[src/rtl/z_hilo_writeback_pkg.sv]
// Shared definitions for the HI/LO result writeback block: FSM state
// encoding and the default datapath width.
package z_hilo_writeback_pkg;

  localparam int WIDTH_DEF = 32;

  typedef enum logic [2:0] {
    ST_IDLE    = 3'd0,
    ST_HELD    = 3'd1,
    ST_SEND_LO = 3'd2,
    ST_SEND_HI = 3'd3,
    ST_DONE    = 3'd4
  } state_t;

endpackage

[src/rtl/z_hilo_writeback_reg_en.sv]
// Enable-loaded register with asynchronous clear; holds one half of the
// captured ALU result pair.
module reg_en #(
  parameter int WIDTH = 32
) (
  input  logic             clock,
  input  logic             clear,
  input  logic             en_i,
  input  logic [WIDTH-1:0] d_i,
  output logic [WIDTH-1:0] q_o
);

  logic [WIDTH-1:0] q_q;

  // Load on enable, otherwise hold; clear wipes the held value.
  always_ff @(posedge clock or posedge clear) begin
    if (clear) q_q <= '0;
    else if (en_i) q_q <= d_i;
  end

  assign q_o = q_q;

endmodule

[src/rtl/z_hilo_writeback.sv]
// Captures an ALU result pair (ZHI/ZLO), streams it to a ready/valid bus
// (LO word first, HI word only for 64-bit results) and commits the
// architectural HI/LO registers on the final accepted word.
module z_hilo_writeback
  import z_hilo_writeback_pkg::*;
#(
  parameter int WIDTH = WIDTH_DEF
) (
  input  logic             clock,
  input  logic             clear,
  input  logic             z_in,
  input  logic [WIDTH-1:0] zhi_d,
  input  logic [WIDTH-1:0] zlo_d,
  input  logic             wide_op,
  input  logic             wb_start,
  input  logic             bus_ready,
  output logic [WIDTH-1:0] bus_out,
  output logic             bus_valid,
  output logic [WIDTH-1:0] hi_q,
  output logic [WIDTH-1:0] lo_q,
  output logic             busy,
  output logic             done,
  output logic             overrun
);

  state_t           state_q, state_d;
  logic             wide_q;
  logic             overrun_q;
  logic [WIDTH-1:0] zhi_r, zlo_r;
  logic             can_capture;
  logic             capture_en;
  logic             dropped;
  logic             final_xfer;

  // A new result can only be taken while no writeback is in flight.
  assign can_capture = (state_q == ST_IDLE) || (state_q == ST_HELD);
  assign capture_en  = z_in && can_capture;
  assign dropped     = z_in && !can_capture;

  reg_en #(.WIDTH(WIDTH)) u_zhi (
    .clock (clock),
    .clear (clear),
    .en_i  (capture_en),
    .d_i   (zhi_d),
    .q_o   (zhi_r)
  );

  reg_en #(.WIDTH(WIDTH)) u_zlo (
    .clock (clock),
    .clear (clear),
    .en_i  (capture_en),
    .d_i   (zlo_d),
    .q_o   (zlo_r)
  );

  // Next-state logic and bus/status outputs; bus_out is driven only from
  // the held registers, never from the ALU inputs.
  always_comb begin
    state_d    = state_q;
    bus_valid  = 1'b0;
    bus_out    = '0;
    busy       = 1'b0;
    done       = 1'b0;
    final_xfer = 1'b0;
    case (state_q)
      ST_IDLE: begin
        if (z_in) state_d = ST_HELD;
      end
      ST_HELD: begin
        // A fresh capture takes priority over starting the writeback.
        if (z_in) state_d = ST_HELD;
        else if (wb_start) state_d = ST_SEND_LO;
      end
      ST_SEND_LO: begin
        busy      = 1'b1;
        bus_valid = 1'b1;
        bus_out   = zlo_r;
        if (bus_ready) begin
          if (wide_q) begin
            state_d = ST_SEND_HI;
          end else begin
            state_d    = ST_DONE;
            final_xfer = 1'b1;
          end
        end
      end
      ST_SEND_HI: begin
        busy      = 1'b1;
        bus_valid = 1'b1;
        bus_out   = zhi_r;
        if (bus_ready) begin
          state_d    = ST_DONE;
          final_xfer = 1'b1;
        end
      end
      ST_DONE: begin
        busy    = 1'b1;
        done    = 1'b1;
        state_d = ST_IDLE;
      end
      default: state_d = ST_IDLE;
    endcase
  end

  // State register, width flag, overrun pulse and HI/LO commit.
  always_ff @(posedge clock or posedge clear) begin
    if (clear) begin
      state_q   <= ST_IDLE;
      wide_q    <= 1'b0;
      overrun_q <= 1'b0;
      hi_q      <= '0;
      lo_q      <= '0;
    end else begin
      state_q   <= state_d;
      overrun_q <= dropped;
      if (capture_en) wide_q <= wide_op;
      if (final_xfer) begin
        lo_q <= zlo_r;
        if (wide_q) hi_q <= zhi_r;
      end
    end
  end

  assign overrun = overrun_q;

endmodule

[config.mk]
export PLATFORM = sky130hd
export DESIGN_NAME = z_hilo_writeback
export DESIGN_NICKNAME = d
export VERILOG_FILES = /design/src/rtl/z_hilo_writeback_pkg.sv /design/src/rtl/z_hilo_writeback_reg_en.sv /design/src/rtl/z_hilo_writeback.sv
export SDC_FILE = /design/constraint.sdc
export NUM_CORES = 1
export LEC_CHECK = 0
export ABC_AREA = 1
export CAP_MARGIN = 20
export CORE_UTILIZATION = 50
export CTS_CLUSTER_SIZE = 14
export DETAILED_ROUTE_END_ITERATION = 12
export HOLD_SLACK_MARGIN = 0.06
export PLACE_DENSITY = 0.89
export SLEW_MARGIN = 15
export SYNTH_ARGS = -nofsm -noshare
export SYNTH_HDL_FRONTEND = slang
export SYNTH_SLANG_ARGS = --single-unit
[constraint.sdc]
create_clock -name clock -period 6.65 [get_ports clock]
set_input_delay 1.33 -clock clock [delete_from_list [all_inputs] [get_ports clock]]
set_output_delay 1.33 -clock clock [all_outputs]
set_load 0.05 [all_outputs]
## Word-level counts from Yosys, hierarchy flattened

Cells that the tools add are included.

- Register bits: 133
- Input port bits: 70
- Output and inout port bits: 100
- Word-level logic and storage cells: 39

- Equality and inequality tests: 8
- Multiplexer cells: 15
- Reduce and logical (&&, ||, !) cells: 9

Operator list:

| cell | number |
|---|---|
| $pmux W32 S2 | 1 |
| $mux W3 | 6 |
| $pmux W3 S4 | 1 |
| $eq A3 B2 Y1 const B | 2 |
| $mux W1 | 6 |
| $ne A2 B2 Y1 const B | 3 |
| $reduce_and A4 Y1 | 1 |
| $eq A3 B1 Y1 const B | 1 |
| $eq A3 B3 Y1 const B | 1 |
| $logic_not A3 Y1 | 1 |
| $ne A3 B3 Y1 const B | 1 |
| $reduce_or A3 Y1 | 1 |
| $logic_and A1 B1 Y1 | 2 |
| $pmux W1 S2 | 1 |
| $reduce_and A2 Y1 | 1 |
| $reduce_or A2 Y1 | 1 |
| $logic_not A1 Y1 | 1 |
| $logic_or A1 B1 Y1 | 1 |

## Longest topological paths before layout

Gate-level depths: netlist of the first run.

- Depth after elaboration: 4
- Mapped depth: 8
- Mapped depth without buffers: 7

## By module

A second synthesis of the first run with hierarchy kept.

- Cell total of the unflattened synthesis: 667
- Area, all modules: 5,997.0 sq um

By module, submodules not included:

| module | instances | cells each | area an instance (sq um) | seq. area each (sq um) |
|---|---|---|---|---|
| z_hilo_writeback | 1 | 393 | 3,404.5 | 1,726.7 |
| reg_en | 2 | 137 | 1,296.2 | 800.8 |

## Least setup slack after synthesis of the first run

No wires, ideal clock.

- Path type: reg2out
- Start: register state_q[2]
- End: output bus_out[0]
- Data arrival time: 1.912 ns
- Required time: 5.320 ns
- Path slack: 3.408 ns
- Stages on the path, launching flop included: 5
- Path buffers: 1
- Cell sequence: dfrtp_1 > nor2_4 > nand2_1 > buf_2 > o21ai_0

- Word-level cells in the longest chain between the ends: 2
- Elaborated cells on any way between the ends: 3
- Those cells by class: 2 x eq/ne; 1 x mux

RTL lines:

| item | RTL line | text |
|---|---|---|
| from (decl) | z_hilo_writeback.sv:26 | `state_t state_q, state_d;` |
| from (signal assigned) | z_hilo_writeback.sv:114 | `state_q <= state_d;` |
| $eq A3 B2 Y1 | z_hilo_writeback.sv:65 | `case (state_q)` |
| $pmux W32 S2 (*) | z_hilo_writeback.sv:65 |  |
| to (decl) | z_hilo_writeback.sv:17 | `output logic [WIDTH-1:0] bus_out,` |

Mark *: on every way between the ends. The rest lies on a longest branch, timed or not.

## Final worst setup path of the first run

- Start: register state_q[2]
- End: output bus_out[24]

The elaborated chain is that of the path after synthesis.

==> summary.txt, run 1 <==
Power and ir drop
  • Peak supply drop: 0.4151 mV
  • Pwr dens: 615.3 mW/mm²
  • Static Leak: 3.774 nW

CTS
  • Worst-path clk slew: 60 ps
  • Num CTS Buffers: 17
  • Worst skew pair latency: 510 ps
  • Root buf cell: clkbuf_8
  • CTS tree: built
  • Clock Path Buffers: 2
  • Post-CTS resize count: 0
  • H-tree depth: 4
  • Post-CTS Setup Repair Bufs: 0
  • Cts hold-fix bufs: 0
  • Clock sinks: 133

Worst setup path
  • Worst EP arrival: 2940 ps
  • Worst setup SP type: register
  • Critical path fanouts, max: 17
  • CP Data Required Time: 5320 ps
  • FF-to-FF Start: wide_q
  • Crit end category: primary output
  • CP startpoint: state_q[2]
  • Critical path type: register to primary output

Die
  • Core Box Area: 0.01046 mm²
  • Die Ht: 106.5 µm
  • Die area: 0.01134 mm²
  • Die Wd: 106.5 µm
  • Io pins: 170
  • # rows: 37
  • Initial cell density of the core: 52.16%

Flow run
  • Max-cap violation count: 0

Cells and area
  • Register area: 0.003328 mm²
  • Fraction of layout cells with a size suffix above 1: 5.852%
  • Fin cells: 905
  • Area delta synth->final: 43.15%
  • Diodes inserted: 0
  • Fillcell total: 762
  • Multi-input logic area: 0.001648 mm²
  • Final nets: 826

Place
  • Cells after DPL: 871
  • Final GP Congestion: 0.9536
  • IO Port Bufs: 169
  • HPWL after detailed placement: 11280 µm

Outcome
  • Status: complete, no violations

Yosys
  • Library cells used by synthesis: 20
  • Most frequent cell after synthesis: dfrtp_1
  • Ranking of synthesized cells by area: dfrtp_1 61%, nand2_1 8.3%, a21oi_1 5.4%
  • Primary FF master, synth: dfrtp_1
  • Area leader, netlist: dfrtp_1
  • Commonest cells in the synthesized netlist: 133 x dfrtp_1, 120 x nand2_1, 64 x inv_1, 64 x nor2_1, 59 x a21oi_1
  • Post-synth EDFFs: 0
  • Post-synthesis sequential area ratio: 60.98%
  • Top cell type's share of synthesized area: 60.98%
  • Async SR Flop Fraction: 100.0%
  • Syn_nets: 671
  • Syn avg cell area: 9.081 µm²
  • Post-Syn Instances: 601
  • Syn. warnings: 0
  • #FFs+latches synth: 133
  • Synthesized cell area: 0.005458 mm²

Global routing
  • Total gr overflow: 0
  • Vias in the first global route: 4711
  • First-pass GRT wire length: 25360 µm
  • Antenna violations before repair: 0
  • Pin count of the biggest net entering global routing: 84
  • Total global-route track usage: 30.10%

Timing
  • Max Clock Freq: 234.0 MHz
  • Post-layout min period: 4274 ps
  • Max Clock Skew: 6.789 ps
  • Worst-Margin Slew: 644.9 ps
  • Final setup viols: 0
  • Final Hold Vio Count: 0
  • Tcrit/Tclk final: 64.27%
  • Max-slew violations: 0
  • Unrepaired setup endpoints after global routing: no
  • Final setup TNS: 0 ps
  • Worst rel slew slack: 57.01%

Drt
  • DRC viols: 0
  • Routed Antenna Nets: 0
  • Detailed-route via count: 4859
  • Initial DRC count: 451
  • Routed WL: 16270 µm
  • Drt pass-1 iters: 5
  • Vias per cell: 5.369
  • Post-DR wirelength/cell: 17.98 µm

Worst hold path
  • Worst hold path class: register to register
  • Critical hold path startpoint: hi_q[21]
==> final cells by class <==
class | count | area share (%)
Clock buffer | 23 | 5.974
Tap cell | 136 | 2.178
Clock inverter | 9 | 2.210
Inverter | 66 | 3.203
Multi-Input combinational cell | 363 | 21.09
Timing Repair Buffer | 175 | 22.74
Sequential cell | 133 | 42.60
==> cell usage in the layout (no fill, tap or decap) <==
cell type and n:
buf_8 1, nand2_4 2, inv_2 2, nand3_2 1, buf_12 1, nand2_1 120, nor2_2 1, clkbuf_16 16
clkinvlp_4 1, nor2_4 1, or2_2 1, inv_1 63, o22ai_1 27, nand3_1 47, clkbuf_1 3, inv_4 1
buf_16 1, clkdlybuf4s50_1 169, o21ai_1 32, clkbuf_8 4, nor2_1 64, clkinv_2 3, a21oi_1 59, buf_4 3
bufinv_16 5, o21ai_0 7, dfrtp_1 133, nand2_2 1
==> where the power goes <==
part	internal, mW	total, mW	switching [mW]	leakage, nW
clock network	0.675	1.01	0.331	0.312
logic	0.725	2.42	1.70	1.90
registers	1.17	1.38	0.205	1.56
==> flip-flops by register name, indices dropped and copies added (netlist names) <==
name	flops
u_zhi.q_o	32
wide_q	1
lo_q	32
u_zlo.q_o	32
hi_q	32
overrun	1
state_q	3
==> path summary, 6_finish.rpt <==
| check | end | depth (start not counted) | slack (ps) |
|---|---|---|---|
| worst max register to register | hi_q[27] | 8 | 3910 |
| worst max-delay path | bus_out[24] | 5 | 2380 |
| min in group asynchronous | u_zlo.q_o[30] | 2 | 1230 |
| worst min register to register | hi_q[21] | 2 | 470 |
| worst min-delay path | hi_q[21] | 2 | 470 |
| max in group asynchronous | u_zhi.q_o[6] | 4 | 4120 |
==> layer usage <==
metal	vias to the layer above	routed length, µm	part of all wire [%]	GRT usage [%]
met5	-	0	0	0
met4	0	635	3.9	16.05
li1	2238	-	-	-
met1	2371	6579	40	37.82
met3	47	1072	6.6	7.848
met2	203	7981	49	47.87
==> worst max-delay path: stages, from the launching register on <==
cell and delay [ps]:
dfrtp_1 430, nor2_4 300, nand2_1 410, buf_8 300
o22ai_1 130, clkdlybuf4s50_1 860
==> cells by family after synthesis <==
family / count (synthesis) / synth area share, %
AOI/OAI and AO/OA: 125 / 12.08
buffers and inverters: 105 / 8.918
DFF: 133 / 60.98
and+or+nand+nor: 238 / 18.02
==> stage by stage <==
stage	total power, mW	hold slack, ps	cell area [µm²]	utilization [%]	setup slack [ps]
floorplan	2.957	464.8	5458	-	1766
global placement	3.710	454.1	7111	67.96	2782
detailed placement	3.780	461.0	7138	68.23	2605
CTS	4.810	475.7	7777	74.34	2069
global route	5.022	503.8	7812	74.67	2266
finish	4.807	471.7	7812	74.67	2376
No activity file was read; power rests on OpenSTA's default activity.
==> run 2, diff against run 1 <==
--- a/config.mk
+++ b/config.mk
@@ -7,11 +7,11 @@
 export LEC_CHECK = 0
 export ABC_AREA = 1
 export CAP_MARGIN = 20
-export CORE_UTILIZATION = 50
+export CORE_UTILIZATION = 47
 export CTS_CLUSTER_SIZE = 14
 export DETAILED_ROUTE_END_ITERATION = 12
 export HOLD_SLACK_MARGIN = 0.06
-export PLACE_DENSITY = 0.89
+export PLACE_DENSITY = 0.85
 export SLEW_MARGIN = 15
 export SYNTH_ARGS = -nofsm -noshare
 export SYNTH_HDL_FRONTEND = slang
==> constraint.sdc (replaced) <==
create_clock -name clock -period 4.2 [get_ports clock]
set_input_delay 0.84 -clock clock [delete_from_list [all_inputs] [get_ports clock]]
set_output_delay 0.84 -clock clock [all_outputs]
set_load 0.05 [all_outputs]
==> run 2 against run 1 <==
  * Final area decreased by 0.75%
  * Clock-buffer cell count decreased by 1
  * Flip-flop and latch count unchanged
  * Die area increased by 6.3%
  * Sequential share of layout area increased by 0.32 points
  * Via count decreased by 2.6%
  * Critical path depth unchanged
  * Cell count increased by 0.44%
  * Critical endpoint is now bus_out[1]
  * Largest cell class unchanged
==> summary.txt, run 2 (synthesis results as in run 1) <==
Timing
  • Max Clock Skew: 5.833 ps (was 6.789 ps)
  • Worst rel slew slack: 44.25% (was 57.01%)
  • Post-layout min period: 3422 ps
  • Tcrit/Tclk final: 81.48%
  • Final setup viols: 0 (unchanged)
  • Worst setup margin: 777.8 ps (was 2376 ps)
  • Unrepaired setup endpoints after global routing: no (unchanged)
  • Max Clock Freq: 292.2 MHz
  • Final setup TNS: 0 ps (unchanged)
  • Max-slew violations: 0 (unchanged)
  • Final hold slack: 467.7 ps (was 471.7 ps)
  • Worst-Margin Slew: 836.2 ps (was 644.9 ps)
  • Final Hold Vio Count: 0 (unchanged)

Power and ir drop
  • Static Leak: 3.745 nW (was 3.774 nW)
  • Sw Ratio: 46.89% (was 46.48%)
  • Power share of the sequential group: 29.1% (was 28.6%)
  • Pwr dens: 963.6 mW/mm² (was 615.3 mW/mm²)
  • Final Power: 7.472 mW (was 4.807 mW)
  • Peak supply drop: 0.5590 mV (was 0.4151 mV)
  • Comb power frac: 50.8% (was 50.4%)
  • Power Internal: 3.968 mW (was 2.573 mW)
  • P_sw: 3.504 mW (was 2.234 mW)
  • Clock power share: 20.1% (was 20.9%)

CTS
  • Clock Path Buffers: 2 (unchanged)
  • Post-CTS Setup Repair Bufs: 0 (unchanged)
  • Num CTS Buffers: 17 (unchanged)
  • Worst skew pair latency: 410 ps (was 510 ps)
  • CTS tree: built (unchanged)
  • Clock sinks: 133 (unchanged)
  • Worst-path clk slew: 60 ps (about the same)
  • Post-CTS resize count: 0 (unchanged)
  • Cts hold-fix bufs: 0 (unchanged)
  • Root buf cell: clkbuf_16 (was clkbuf_8)
  • H-tree depth: 4 (unchanged)

Flow run
  • Max-cap violation count: 0 (unchanged)

Global routing
  • First-pass GRT wire length: 24080 µm (was 25360 µm)
  • Vias in the first global route: 4699 (was 4711)
  • Total gr overflow: 0 (unchanged)
  • Pin count of the biggest net entering global routing: 134 (was 84)
  • Antenna violations before repair: 0 (unchanged)
  • Total global-route track usage: 27.17% (was 30.10%)

Drt
  • Initial DRC count: 365 (was 451)
  • DRC viols: 0 (unchanged)
  • Routed Antenna Nets: 0 (unchanged)
  • Drt pass-1 iters: 6 (was 5)
  • Met2 wire len: 7327 µm (was 7981 µm)
  • Routed met3 length: 991 µm (was 1072 µm)
  • Routed WL: 15480 µm (was 16270 µm)
  • Vias per cell: 5.205 (was 5.369)
  • Highest Signal Layer: met4 (unchanged)
  • Post-DR wirelength/cell: 17.03 µm (was 17.98 µm)
  • Detailed-route via count: 4731 (was 4859)
  • M1 wire length: 6671 µm (was 6579 µm)

Worst hold path
  • Worst hold path class: register to register (unchanged)

Worst setup path
  • Cell family with the largest share of critical-path delay: buffers and inverters (unchanged)
  • Crit path max-delay cell type: clkdlybuf4s50_1 (unchanged)
  • Critical path fanouts, max: 32 (was 17)
  • Largest stage delay, worst path: 860 ps (about the same)
  • Worst EP arrival: 2580 ps (was 2940 ps)
  • Worst setup SP type: register (unchanged)
  • CP Data Required Time: 3360 ps (was 5320 ps)
  • Worst path bufs/invs: 2 (unchanged)
  • Critical Path, Cell by Cell: nor2_4, nand2_1, buf_4, o21ai_0, clkdlybuf4s50_1 (was nor2_4, nand2_1, buf_8, o22ai_1, clkdlybuf4s50_1)
  • Crit end category: primary output (unchanged)
  • Critical path type: register to primary output (unchanged)

Die
  • Io pins: 170 (unchanged)
  • # rows: 38 (was 37)
  • Die Wd: 109.8 µm (was 106.5 µm)
  • Initial cell density of the core: 49.27% (was 52.16%)
  • Die area: 0.01205 mm² (was 0.01134 mm²)
  • Die Ht: 109.8 µm (was 106.5 µm)
  • Core Box Area: 0.01108 mm² (was 0.01046 mm²)

Place
  • HPWL after detailed placement: 10930 µm (was 11280 µm)
  • Pre-CTS setup slack: 1233 ps (was 2605 ps)
  • Area after DPL: 0.007152 mm² (was 0.007138 mm²)
  • IO Port Bufs: 169 (unchanged)
  • Final GP Congestion: 0.9346 (was 0.9536)

Cells and area
  • Fraction of layout cells with a size suffix above 1: 5.982% (was 5.852%)
  • Area delta synth->final: 42.07% (was 43.15%)
  • Final nets: 826 (unchanged)
  • Commonest cells after routing, fill and taps aside: 169 x clkdlybuf4s50_1, 133 x dfrtp_1, 120 x nand2_1 (unchanged)
  • Cell area after layout: 0.007754 mm² (was 0.007812 mm²)
  • Commonest non-fill, non-tap cell in the layout: clkdlybuf4s50_1 (unchanged)
  • Diodes inserted: 0 (unchanged)

Outcome
  • Status: complete, no violations (unchanged)
run 2: cell types whose count changed in the layout (fill, tap and decap cells not counted):
cell        change
buf_8           -1
clkinvlp_4      +1
buf_16          -1
clkinv_2        +3
buf_4           +2
inv_4           -1
clkbuf_16       +1
bufinv_16       -2
clkbuf_8        -1
clkbuf_1        -1
run 2: stage by stage:
step	utilization, %	instances
finish	69.99	909
global route	69.99	909
CTS	69.99	909
detailed placement	64.56	877
global placement	64.56	877
floorplan	-	601
run 2: worst paths after layout:
path                                  from           end  slack, ps  cells past startpoint
worst min register to register     hi_q[7]       hi_q[7]        470                      2
min in group asynchronous            clear  u_zlo.q_o[0]        960                      3
max in group asynchronous            clear      hi_q[19]       2700                      3
worst max register to register  state_q[0]       hi_q[0]       1870                      7
worst min-delay path               hi_q[7]       hi_q[7]        470                      2
worst max-delay path            state_q[2]    bus_out[1]        780                      5
run 2: layer usage:
metal	global-route usage, %	vias to the layer above
met1	36.64	2252
met3	6.046	35
met2	41.96	193
li1	-	2251
met4	12.57	0
met5	0	-
run 2: cell type report:
| class | instances | area [µm²] |
|---|---|---|
| clock buffers | 22 | 474.2 |
| clock inverters | 10 | 127.6 |
| fillers | 868 | 3324 |
| inverters | 66 | 251.5 |
| multi-input cells | 363 | 1648 |
| flip-flops and latches | 133 | 3328 |
| well taps | 140 | 175.2 |
| repair buffers | 175 | 1749 |
run 2: power by group through the flow:
stage               Sequential [mW]  Clock, mW  Combinational (mW)
finish                         2.18       1.50                3.79
global route                   2.24       1.58                4.03
CTS                            2.18       1.51                3.81
detailed placement             2.19          0                3.78
global placement               2.16          0                3.71
floorplan                      3.14          0                1.55
run 2: worst min-delay path, stage by stage, from the launching register on:
cell     delay [ps]
dfrtp_1         340
nand2_1          60
nand2_1          50
